===== src/rtl/serial_adder_ctrl.sv =====
// Bit-serial WIDTH-bit adder: one fullAdder is stepped LSB-first over WIDTH RUN cycles.
// Define SERIAL_ADDER_SUB_EN to add the 'sub' input for two's-complement A-B.

module fullAdder (
  input  logic a,
  input  logic b,
  input  logic cIn,
  output logic sum,
  output logic cOut
);

  assign sum  = a ^ b ^ cIn;
  assign cOut = (a & b) | (cIn & (a ^ b));

endmodule

module serial_adder_ctrl #(
  parameter int WIDTH = 8
) (
  input  logic             clk,
  input  logic             rst,
  input  logic             start,
  input  logic [WIDTH-1:0] opA,
  input  logic [WIDTH-1:0] opB,
  input  logic             cInit,
`ifdef SERIAL_ADDER_SUB_EN
  input  logic             sub,
`endif
  output logic             busy,
  output logic             done,
  output logic [WIDTH-1:0] result,
  output logic             cOutFinal
);

  localparam int CW = $clog2(WIDTH + 1);
  localparam logic [CW-1:0] LAST_COUNT = CW'(WIDTH - 1);

  typedef enum logic [1:0] {
    IDLE = 2'd0,
    RUN  = 2'd1,
    DONE = 2'd2
  } state_t;

  state_t           r_state;
  state_t           w_nextState;
  logic [WIDTH-1:0] r_regA;
  logic [WIDTH-1:0] r_regB;
  logic [WIDTH-1:0] r_result;
  logic [CW-1:0]    r_count;
  logic             r_carry;
  logic             r_cOutFinal;
  logic             w_accept;
  logic             w_lastBit;
  logic             w_bIn;
  logic             w_sum;
  logic             w_cOut;

`ifdef SERIAL_ADDER_SUB_EN
  logic             r_sub;

  // Subtraction inverts B bit by bit; the +1 comes from the forced initial carry.
  assign w_bIn = r_regB[0] ^ r_sub;
`else
  assign w_bIn = r_regB[0];
`endif

  assign w_accept  = (r_state == IDLE) && start;
  assign w_lastBit = (r_state == RUN) && (r_count == LAST_COUNT);

  fullAdder u_fullAdder (
    .a    (r_regA[0]),
    .b    (w_bIn),
    .cIn  (r_carry),
    .sum  (w_sum),
    .cOut (w_cOut)
  );

  always_ff @(posedge clk) begin
    if (rst) begin
      r_state <= IDLE;
    end else begin
      r_state <= w_nextState;
    end
  end

  always_comb begin
    w_nextState = r_state;
    case (r_state)
      IDLE:    if (start) w_nextState = RUN;
      RUN:     if (w_lastBit) w_nextState = DONE;
      DONE:    w_nextState = IDLE;
      default: w_nextState = IDLE;
    endcase
  end

  always_comb begin
    busy = 1'b0;
    done = 1'b0;
    case (r_state)
      RUN: begin
        busy = 1'b1;
      end
      DONE: begin
        busy = 1'b1;
        done = 1'b1;
      end
      default: begin
        busy = 1'b0;
        done = 1'b0;
      end
    endcase
  end

  // Shift-based forms keep WIDTH=1 legal (no reversed part-selects).
  always_ff @(posedge clk) begin
    if (rst) begin
      r_regA      <= '0;
      r_regB      <= '0;
      r_result    <= '0;
      r_count     <= '0;
      r_carry     <= 1'b0;
      r_cOutFinal <= 1'b0;
`ifdef SERIAL_ADDER_SUB_EN
      r_sub       <= 1'b0;
`endif
    end else if (w_accept) begin
      r_regA   <= opA;
      r_regB   <= opB;
      r_result <= '0;
      r_count  <= '0;
`ifdef SERIAL_ADDER_SUB_EN
      r_sub    <= sub;
      r_carry  <= sub ? 1'b1 : cInit;
`else
      r_carry  <= cInit;
`endif
    end else if (r_state == RUN) begin
      r_regA   <= r_regA >> 1;
      r_regB   <= r_regB >> 1;
      r_result <= (r_result >> 1) | (WIDTH'(w_sum) << (WIDTH - 1));
      r_carry  <= w_cOut;
      r_count  <= r_count + 1'b1;
      if (w_lastBit) begin
        r_cOutFinal <= w_cOut;
      end
    end
  end

  assign result    = r_result;
  assign cOutFinal = r_cOutFinal;

endmodule


===== config.mk =====
export PLATFORM = sky130hd
export DESIGN_NAME = serial_adder_ctrl
export DESIGN_NICKNAME = d
export VERILOG_FILES = /design/src/rtl/serial_adder_ctrl.sv
export SDC_FILE = /design/constraint.sdc
export NUM_CORES = 1
export LEC_CHECK = 0
export ABC_AREA = 1
export ABC_CLOCK_PERIOD_IN_PS = 1500
export BUFFER_PORTS_ARGS = -buffer_cell sky130_fd_sc_hd__buf_4
export CAP_MARGIN = 30
export CORE_ASPECT_RATIO = 0.8
export CORE_MARGIN = 2
export CORE_UTILIZATION = 50
export DETAILED_ROUTE_END_ITERATION = 16
export GPL_TIMING_DRIVEN = 0
export PLACE_DENSITY_LB_ADDON = 0.1
export SETUP_SLACK_MARGIN = 0.3
export SLEW_MARGIN = 20
export SYNTH_ARGS = -nofsm -noshare
export SYNTH_HDL_FRONTEND = slang
export SYNTH_SLANG_ARGS = --single-unit

===== constraint.sdc =====
create_clock -name clk -period 1.5 [get_ports clk]
set_input_delay 0.3 -clock clk [delete_from_list [all_inputs] [get_ports clk]]
set_output_delay 0.3 -clock clk [all_outputs]
set_load 0.005 [all_outputs]

* Yosys cells after proc, flatten, opt, wreduce, memory -nomap -nowiden
Index checks and enable logic that the tools add are counted.
** Storage, ports and cells
- Output and inout bits :: 11
- Input bits :: 20
- Word-level logic and storage cells :: 39
- Register bits after elaboration :: 32
** Operators by class
- Mux-type cells :: 11
- Equality and inequality tests :: 5
- $add $sub $neg :: 1
- Bitwise logic cells :: 7
- Reductions and logical operators :: 8
** Operators with widths (number)
- $mux 8 :: 4
- $or 7x8->8 :: 1
- $add 4x1->4 const B :: 1
- $eq 4x3->1 const B :: 1
- $mux 1 :: 4
- $mux 2 :: 2
- $ne 2x2->1 const B :: 2
- $pmux 2 s2 :: 1
- $reduce_or 2->1 :: 2
- $reduce_and 3->1 :: 1
- $and 1x1->1 :: 2
- $eq 2x1->1 const B :: 1
- $eq 2x2->1 const B :: 1
- $logic_and 1x1->1 :: 2
- $logic_not 2->1 :: 1
- $reduce_and 2->1 :: 1
- $reduce_bool 2->1 :: 1
- $xor 1x1->1 :: 2
- $not 1->1 :: 1
- $or 1x1->1 :: 1

* Longest topological paths before layout
Gate-level depths: netlist of the first run.
- Depth after elaboration :: 5
- Gate-level depth with buffers :: 9
- Depth with buffers taken out :: 8

* Modules after synthesis
From an unflattened synthesis of the first run, not the netlist that was laid out.
** Unflattened totals
- Cell total of the unflattened synthesis :: 213
- Area, all modules :: 1524.0 sq um
** Modules (own cells, without submodules)
- serial_adder_ctrl :: cells an instance 212, instances 1, area an instance 1503.9 sq um, sequential area each 640.6 sq um
- fullAdder :: cells an instance 1, instances 1, area an instance 20.0 sq um, sequential area each 0.0 sq um

* Worst setup path after synthesis of the first run
No wires, ideal clock.
- Path type :: register to register
- From :: register r_state[0]
- To :: register r_regA[0]
- Required time :: 1390 ps
- Period minus slack after synthesis :: 1255 ps
- Setup slack :: 245 ps
- Library setup time :: 110 ps
- Stages on the path, launching flop included :: 10
- Arrival time :: 1145 ps
- Cells stage by stage :: dfxtp_1 > inv_1 > ha_1 > nand2_4 > inv_4 > buf_6 > nand2_1 > nand3_1 > nand2_1 > inv_1
** Between the ends
- Cells in the longest elaborated chain, start to end :: 3
- Elaborated cells on any way between the ends :: 5
** RTL lines
- from (decl) :: RTL line 44 : state_t r_state;
- from (signal assigned) :: RTL line 82 : r_state <= w_nextState;
- $logic_not 2->1 :: RTL line 67 : assign w_accept = (r_state == IDLE) && start;
- $logic_and 1x1->1 :: RTL line 67
- $mux 8 or $reduce_bool 2->1 (tied branches)
- to (signal assigned) :: RTL line 127 : r_regA <= opA;
- to (signal assigned) :: RTL line 138 : r_regA <= r_regA >> 1;
- to (decl) :: RTL line 46 : logic [WIDTH-1:0] r_regA;
Several ways; a longest one is shown, not always the timed one.
A chain may end at the register's enable or synchronous reset.

* Worst setup path in the final report of the first run
- From :: register r_state[0]
- To :: register r_cOutFinal, in the netlist cOutFinal
** Between the ends
- Cells in the longest elaborated chain, start to end :: 4
- Elaborated cells on any way between the ends :: 6
** RTL lines
- $logic_not 2->1 :: RTL line 67
- $logic_and 1x1->1 :: RTL line 67
- $not 1->1 (no line)
- $reduce_and 3->1 (no line) *
- to (signal assigned) :: RTL line 144 : r_cOutFinal <= w_cOut;
- to (decl) :: RTL line 51 : logic r_cOutFinal;
Mark *: on every way between the ends. The rest lies on a longest branch, timed or not.

==> results of run 1 <==
kinds of logic (layout without fill, tap and decap cells):
group / count (synthesis) / count (layout) / share of synthesized area [%]
and+or+nand+nor: 124 / 125 / 36.7
DFF: 32 / 32 / 42.0
AOI/OAI and AO/OA: 14 / 14 / 4.60
buffers and inverters: 36 / 89 / 10.4
adders and majority gates: 7 / 7 / 6.24
per-stage QoR:
stage | instances | total power, mW | setup slack (ns)
2_1_floorplan | 213 | 1.95 | 0.304
3_3_place_gp | 281 | 2.26 | 0.166
3_5_place_dp | 281 | 2.28 | 0.144
4_1_cts | 296 | 3.47 | 0.163
5_1_grt | 305 | 4.36 | 0.0311
6_report | 305 | 4.15 | 0.0967
repair_timing:
action	CTS	global route
setup buffers	6	4
gates resized for setup	23	40
gates cloned	1	5
hold endpoints to repair	0	0
endpoints found under the setup margin	34	33
pin swaps	1	4
critical path, cell delays in order, from the launching register on:
cell and delay [ns]:
dfxtp_2 0.34, buf_4 0.13, ha_4 0.20, buf_12 0.15, nand2_1 0.07, nor2_1 0.18, nand2_1 0.11, nand2_1 0.08
nor2_1 0.04
where the power goes:
part           internal, mW  switching (mW)
Sequential             1.00           0.108
Combinational          1.09            1.12
Clock                 0.493           0.338
synth_stat cells (all sizes together):
cell / n / area, um^2
fa: 1 / 20.0
nor3: 2 / 15.0
inv: 25 / 96.4
ha: 6 / 75.1
nor2: 8 / 30.0
nand3: 51 / 255
dfxtp: 32 / 641
nor3b: 2 / 20.0
a21oi: 14 / 70.1
buf: 11 / 62.6
nand2: 61 / 239
how the worst max path moves through the flow:
stage                       startpoint                endpoint  slack (ns)  depth (start not counted)
2_1_floorplan  r_state[1]$_SDFFE_PP0P_  cOutFinal$_SDFFE_PP0P_        0.30                          8
3_3_place_gp   r_state[1]$_SDFFE_PP0P_    r_carry$_SDFFE_PP0P_        0.17                          8
3_5_place_dp   r_state[1]$_SDFFE_PP0P_  cOutFinal$_SDFFE_PP0P_        0.14                          8
4_1_cts        r_state[1]$_SDFFE_PP0P_                    done        0.16                          3
5_1_grt        r_state[0]$_SDFFE_PP0P_  cOutFinal$_SDFFE_PP0P_        0.03                          8
6_report       r_state[0]$_SDFFE_PP0P_  cOutFinal$_SDFFE_PP0P_         0.1                          8
layer usage:
metal	wire (um)	share of wire [%]	GRT usage, %	up-vias
met5	0	0	0	-
met3	396	8.8	7.02	15
met2	2070	46	36.5	75
met4	127	2.8	13.2	0
met1	1900	42	28.3	725
li1	-	-	-	789
state kept, by name (all words and copies together), names as in the netlist:
| name | count |
|---|---|
| cOutFinal | 1 |
| r_carry | 1 |
| r_count | 4 |
| r_regA | 8 |
| r_regB | 8 |
| r_state | 2 |
| result | 8 |
final cells by class:
type	instances	area [um^2]	share of cell area, %
tap	38	47.5	2.05
buffer	11	133	5.71
timing repair inverter	1	8.76	0.377
clock buffer	6	72.6	3.12
inverter	25	114	4.90
multi-input combinational	146	865	37.2
clock inverter	2	35.0	1.51
timing repair buffer	44	405	17.4
sequential	32	644	27.7
==> flow_summary_export.csv, run 1 <==
group,metric,value,unit
grt,antenna_found_initial,0,
worst_setup_path,worstSetupEndpointType,"register",
clocking,cts_tree,"built",
final_layout,finish.utilization,82.2,%
floorplanning,initial_utilization,53.9,%
floorplanning,core_area,2830,um^2
pwr,p_per_area,1780,nW/um^2
sta,maxSlewHeadroom,67.4,%
grt,grt_start_max_net_pins,11,
placed_design,port_buffers,30,
hold_path,min_to,"r_regA[7]$_SDFFE_PP0P_",
drt,vias,1604,
hold_path,worstHoldStart,"rst",
final_layout,most-common-layout-cells,"nand2_1 (54), nand3_1 (42), buf_4 (37), dfxtp_1 (29), inv_1 (20)",
drt,viasPerCell,5.26,
logic_synthesis,avgSynthCellArea,7.15,um^2
logic_synthesis,ys_warn_count,0,
sta,worstMarginPinSlew,0.489,ns
final_layout,final_common_cell,"nand2_1",
floorplanning,die_x,65.7,um
logic_synthesis,synth_seq_area_share,42.0,%
sta,setup_viol,0,
logic_synthesis,syn_nets,240,
floorplanning,dieArea,3510,um^2
sta,rsz0062_at_grt,"yes",
grt,grt_overflow,0,
final_layout,final_nets,293,
final_layout,drive_above_1_share,36.7,%
hold_path,hold_class,"in -> reg",
drt,drt-initial-drc-count,196,
logic_synthesis,postSynthCellCount,213,
worst_setup_path,r2r_start,"r_state[0]$_SDFFE_PP0P_",
worst_setup_path,arrival,1.59,ns
pwr,ir_drop,1410,uV
worst_setup_path,rrSetupSlack,0.1,ns
floorplanning,ios,31,
clocking,cts.clk_slew.worst_paths,0.07,ns
pwr,cellLeakagePower,1.10,nW
worst_setup_path,r2r_end,"cOutFinal$_SDFFE_PP0P_",
clocking,cts_hold_buffers,0,
sta,finalCritPeriodShare,93.6,%
run_status,status,"complete, no violations",
drt,first_pass_iters,4,
grt,grt_pass1_vias,1352,
logic_synthesis,netlist_area,1520,um^2
drt,routed_wl,4490,um
worst_setup_path,required,1.69,ns
sta,slew_viol_final,0,
drt,antenna_left,0,
hold_path,hold_depth,2,
floorplanning,fp.dieH,53.4,um
logic_synthesis,netlist-cell-type-count,20,
job,cap_violations,0,
sta,hold_violations,0,
clocking,clock_latency,0.29,ns
worst_setup_path,worstSetupStartpointType,"register",
placed_design,place_congestion,0.787,
placed_design,dp_hpwl,2280,um
worst_setup_path,worstRegToRegCells,8,
sta,tns,0,ns
clocking,cts_buffer_depth,2,
floorplanning,num_rows,17,
sta,hold_slack,0.180,ns
final_layout,fill_cells,173,
clocking,clock_sinks,32,
clocking,cts_root_buf,"clkbuf_8",
worst_setup_path,critPathMaxFanout,8,
sta,fmax,713,MHz
clocking,h-tree-depth,2,
worst_setup_path,crit_type,"reg -> reg",
drt,avgRoutedWirePerCell,14.7,um
grt,grt_usage,23.2,%
grt,grt_pass1_wl,5910,um
logic_synthesis,ys_ff_latch,32,
sta,finClkSkew,0.00258,ns
final_layout,post-route-cell-area,2320,um^2
placed_design,placed_cell_area,1800,um^2
final_layout,area_growth,52.5,%
drt,drc_errors,0,
final_layout,n_antenna_cell,0,
sta,period_minus_slack,1.40,ns
clocking,numCtsBuffers,5,
(Power assumes the default switching activity.)
==> run 2: changes to the inputs <==
- CELL_PAD_IN_SITES_DETAIL_PLACEMENT: unset -> 1
- CELL_PAD_IN_SITES_GLOBAL_PLACEMENT: unset -> 2
- CORE_UTILIZATION: 50 -> 29
- REMOVE_ABC_BUFFERS: unset -> 1
==> run 2 against run 1 <==
Compared with the run above:
- clock power rose by 13%
- flip-flop and latch count did not move
- die area grew 67%
- maximum frequency is 3.2% higher
- largest power group unchanged
==> flow_summary_export.csv, run 2 (synthesized netlist as in run 1, its figures left out) <==
group,metric,value,unit
run_status,status,"complete, no violations",
worst_setup_path,worstRegToRegCells,9,
worst_setup_path,arrival,1.06,ns
final_layout,instances_no_fill,334,
final_layout,most-common-layout-cells,"nand2_1 (51), nand3_2 (37), buf_4 (34), dfxtp_1 (28), inv_1 (19)",
floorplanning,ios,31,
floorplanning,num_rows,23,
clocking,cts.clk_slew.worst_paths,0.08,ns
grt,grt_usage,17.5,%
worst_setup_path,rrSetupSlack,0.14,ns
grt,grt_pass1_vias,1549,
sta,maxSlewHeadroom,65.2,%
worst_setup_path,worstSetupStartpointType,"register",
worst_setup_path,worstSetupEndpointType,"primary output",
worst_setup_path,r2r_start,"r_state[0]$_SDFFE_PP0P_",
drt,first_pass_iters,4,
drt,drc_errors,0,
sta,rsz0062_at_grt,"yes",
sta,finalCritPeriodShare,90.7,%
grt,antenna_found_initial,0,
drt,routed_wl,5870,um
clocking,cts_tree,"built",
drt,avgRoutedWirePerCell,17.6,um
sta,slew_viol_final,0,
worst_setup_path,required,1.20,ns
clocking,cts_hold_buffers,0,
floorplanning,core_area,5040,um^2
clocking,cts_root_buf,"clkbuf_8",
sta,hold_violations,0,
clocking,cts_buffer_depth,2,
final_layout,n_antenna_cell,0,
clocking,h-tree-depth,2,
sta,setup_viol,0,
sta,period_minus_slack,1.36,ns
pwr,cellLeakagePower,1.22,nW
final_layout,area_growth,83.4,%
pwr,finalPower,5.03,mW
placed_design,dpl.cell_count,294,
final_layout,finish.utilization,55.5,%
placed_design,port_buffers,30,
drt,vias,1661,
sta,fmax,735,MHz
drt,antenna_left,0,
final_layout,final_common_cell,"nand2_1",
worst_setup_path,crit_type,"reg -> out",
grt,grt_overflow,0,
hold_path,hold_class,"in -> reg",
floorplanning,fp.dieH,68.8,um
placed_design,dp_hpwl,2470,um
grt,grt_start_max_net_pins,27,
clocking,clock_sinks,32,
worst_setup_path,r2r_end,"r_regA[0]$_SDFFE_PP0P_",
grt,grt_pass1_wl,7840,um
pwr,ir_drop,1260,uV
drt,viasPerCell,4.97,
floorplanning,initial_utilization,30.3,%
pwr,p_per_area,1800,nW/um^2
sta,finClkSkew,0.00830,ns
drt,drt-initial-drc-count,63,
hold_path,worstHoldStart,"rst",
job,cap_violations,0,
final_layout,final_nets,298,
final_layout,fill_cells,585,
floorplanning,die_x,85.1,um
placed_design,place_congestion,0.658,
worst_setup_path,critPathMaxFanout,3,
final_layout,drive_above_1_share,57.0,%
clocking,clock_latency,0.29,ns
floorplanning,dieArea,5850,um^2
sta,worstMarginPinSlew,0.521,ns
clocking,numCtsBuffers,5,
hold_path,hold_depth,2,
hold_path,min_to,"r_regA[7]$_SDFFE_PP0P_",
sta,tns,0,ns
[run 2: worst max-delay path, cell delays in order (launching register included)]
cell and delay, ns:
dfxtp_4 0.38, inv_4 0.05, ha_4 0.23, buf_6 0.11
[run 2: stage by stage]
step	hold WS (ns)	setup WS, ns	area (um^2)
after global placement	0.450	-0.970	1760
after detailed placement	0.461	-0.502	1770
after CTS	0.179	0.138	2320
after global routing	0.195	0.103	2800
after floorplan	0.369	-0.294	1460
final	0.200	0.140	2800
[run 2: timing repair]
action                                  in CTS  in global routing
endpoints found under the hold margin        0                  0
pin swaps                                    9                 19
gates resized for setup                     56                 77
endpoints found under the setup margin      34                 33
buffers inserted                            12                 10
gates cloned                                 4                  6
[run 2: routing by layer]
layer	track usage [%]	part of all wire (%)
met5	0	0
met4	5.36	1.6
met3	3.45	2.5
met2	31.3	51
met1	21.7	45
[run 2: cell type report]
type	count	area, um^2	share of cell area [%]
Clock buffer	7	96.3	3.45
Timing Repair Buffer	52	500	17.9
Multi-Input combinational cell	150	1260	45.0
Sequential cell	32	651	23.3
Timing Repair inverter	5	56.3	2.01
Tap cell	62	77.6	2.78
Clock inverter	1	30.0	1.07
Inverter	25	126	4.52
[run 2: where the power goes]
| part | switching [mW] | internal, mW |
|---|---|---|
| clock | 0.349 | 0.587 |
| combinational | 1.64 | 1.28 |
| sequential | 0.165 | 1.01 |
[run 2: how the worst max path moves through the flow]
stage,to,cells after the start,from
floorplan,r_regA[1]$_SDFFE_PP0P_,7,r_state[1]$_SDFFE_PP0P_
global placement,r_regA[0]$_SDFFE_PP0P_,7,r_state[1]$_SDFFE_PP0P_
detailed placement,r_regB[4]$_SDFFE_PP0P_,7,r_state[1]$_SDFFE_PP0P_
CTS,busy,3,r_state[0]$_SDFFE_PP0P_
global route,r_regA[0]$_SDFFE_PP0P_,9,r_state[0]$_SDFFE_PP0P_
finish,busy,3,r_state[0]$_SDFFE_PP0P_
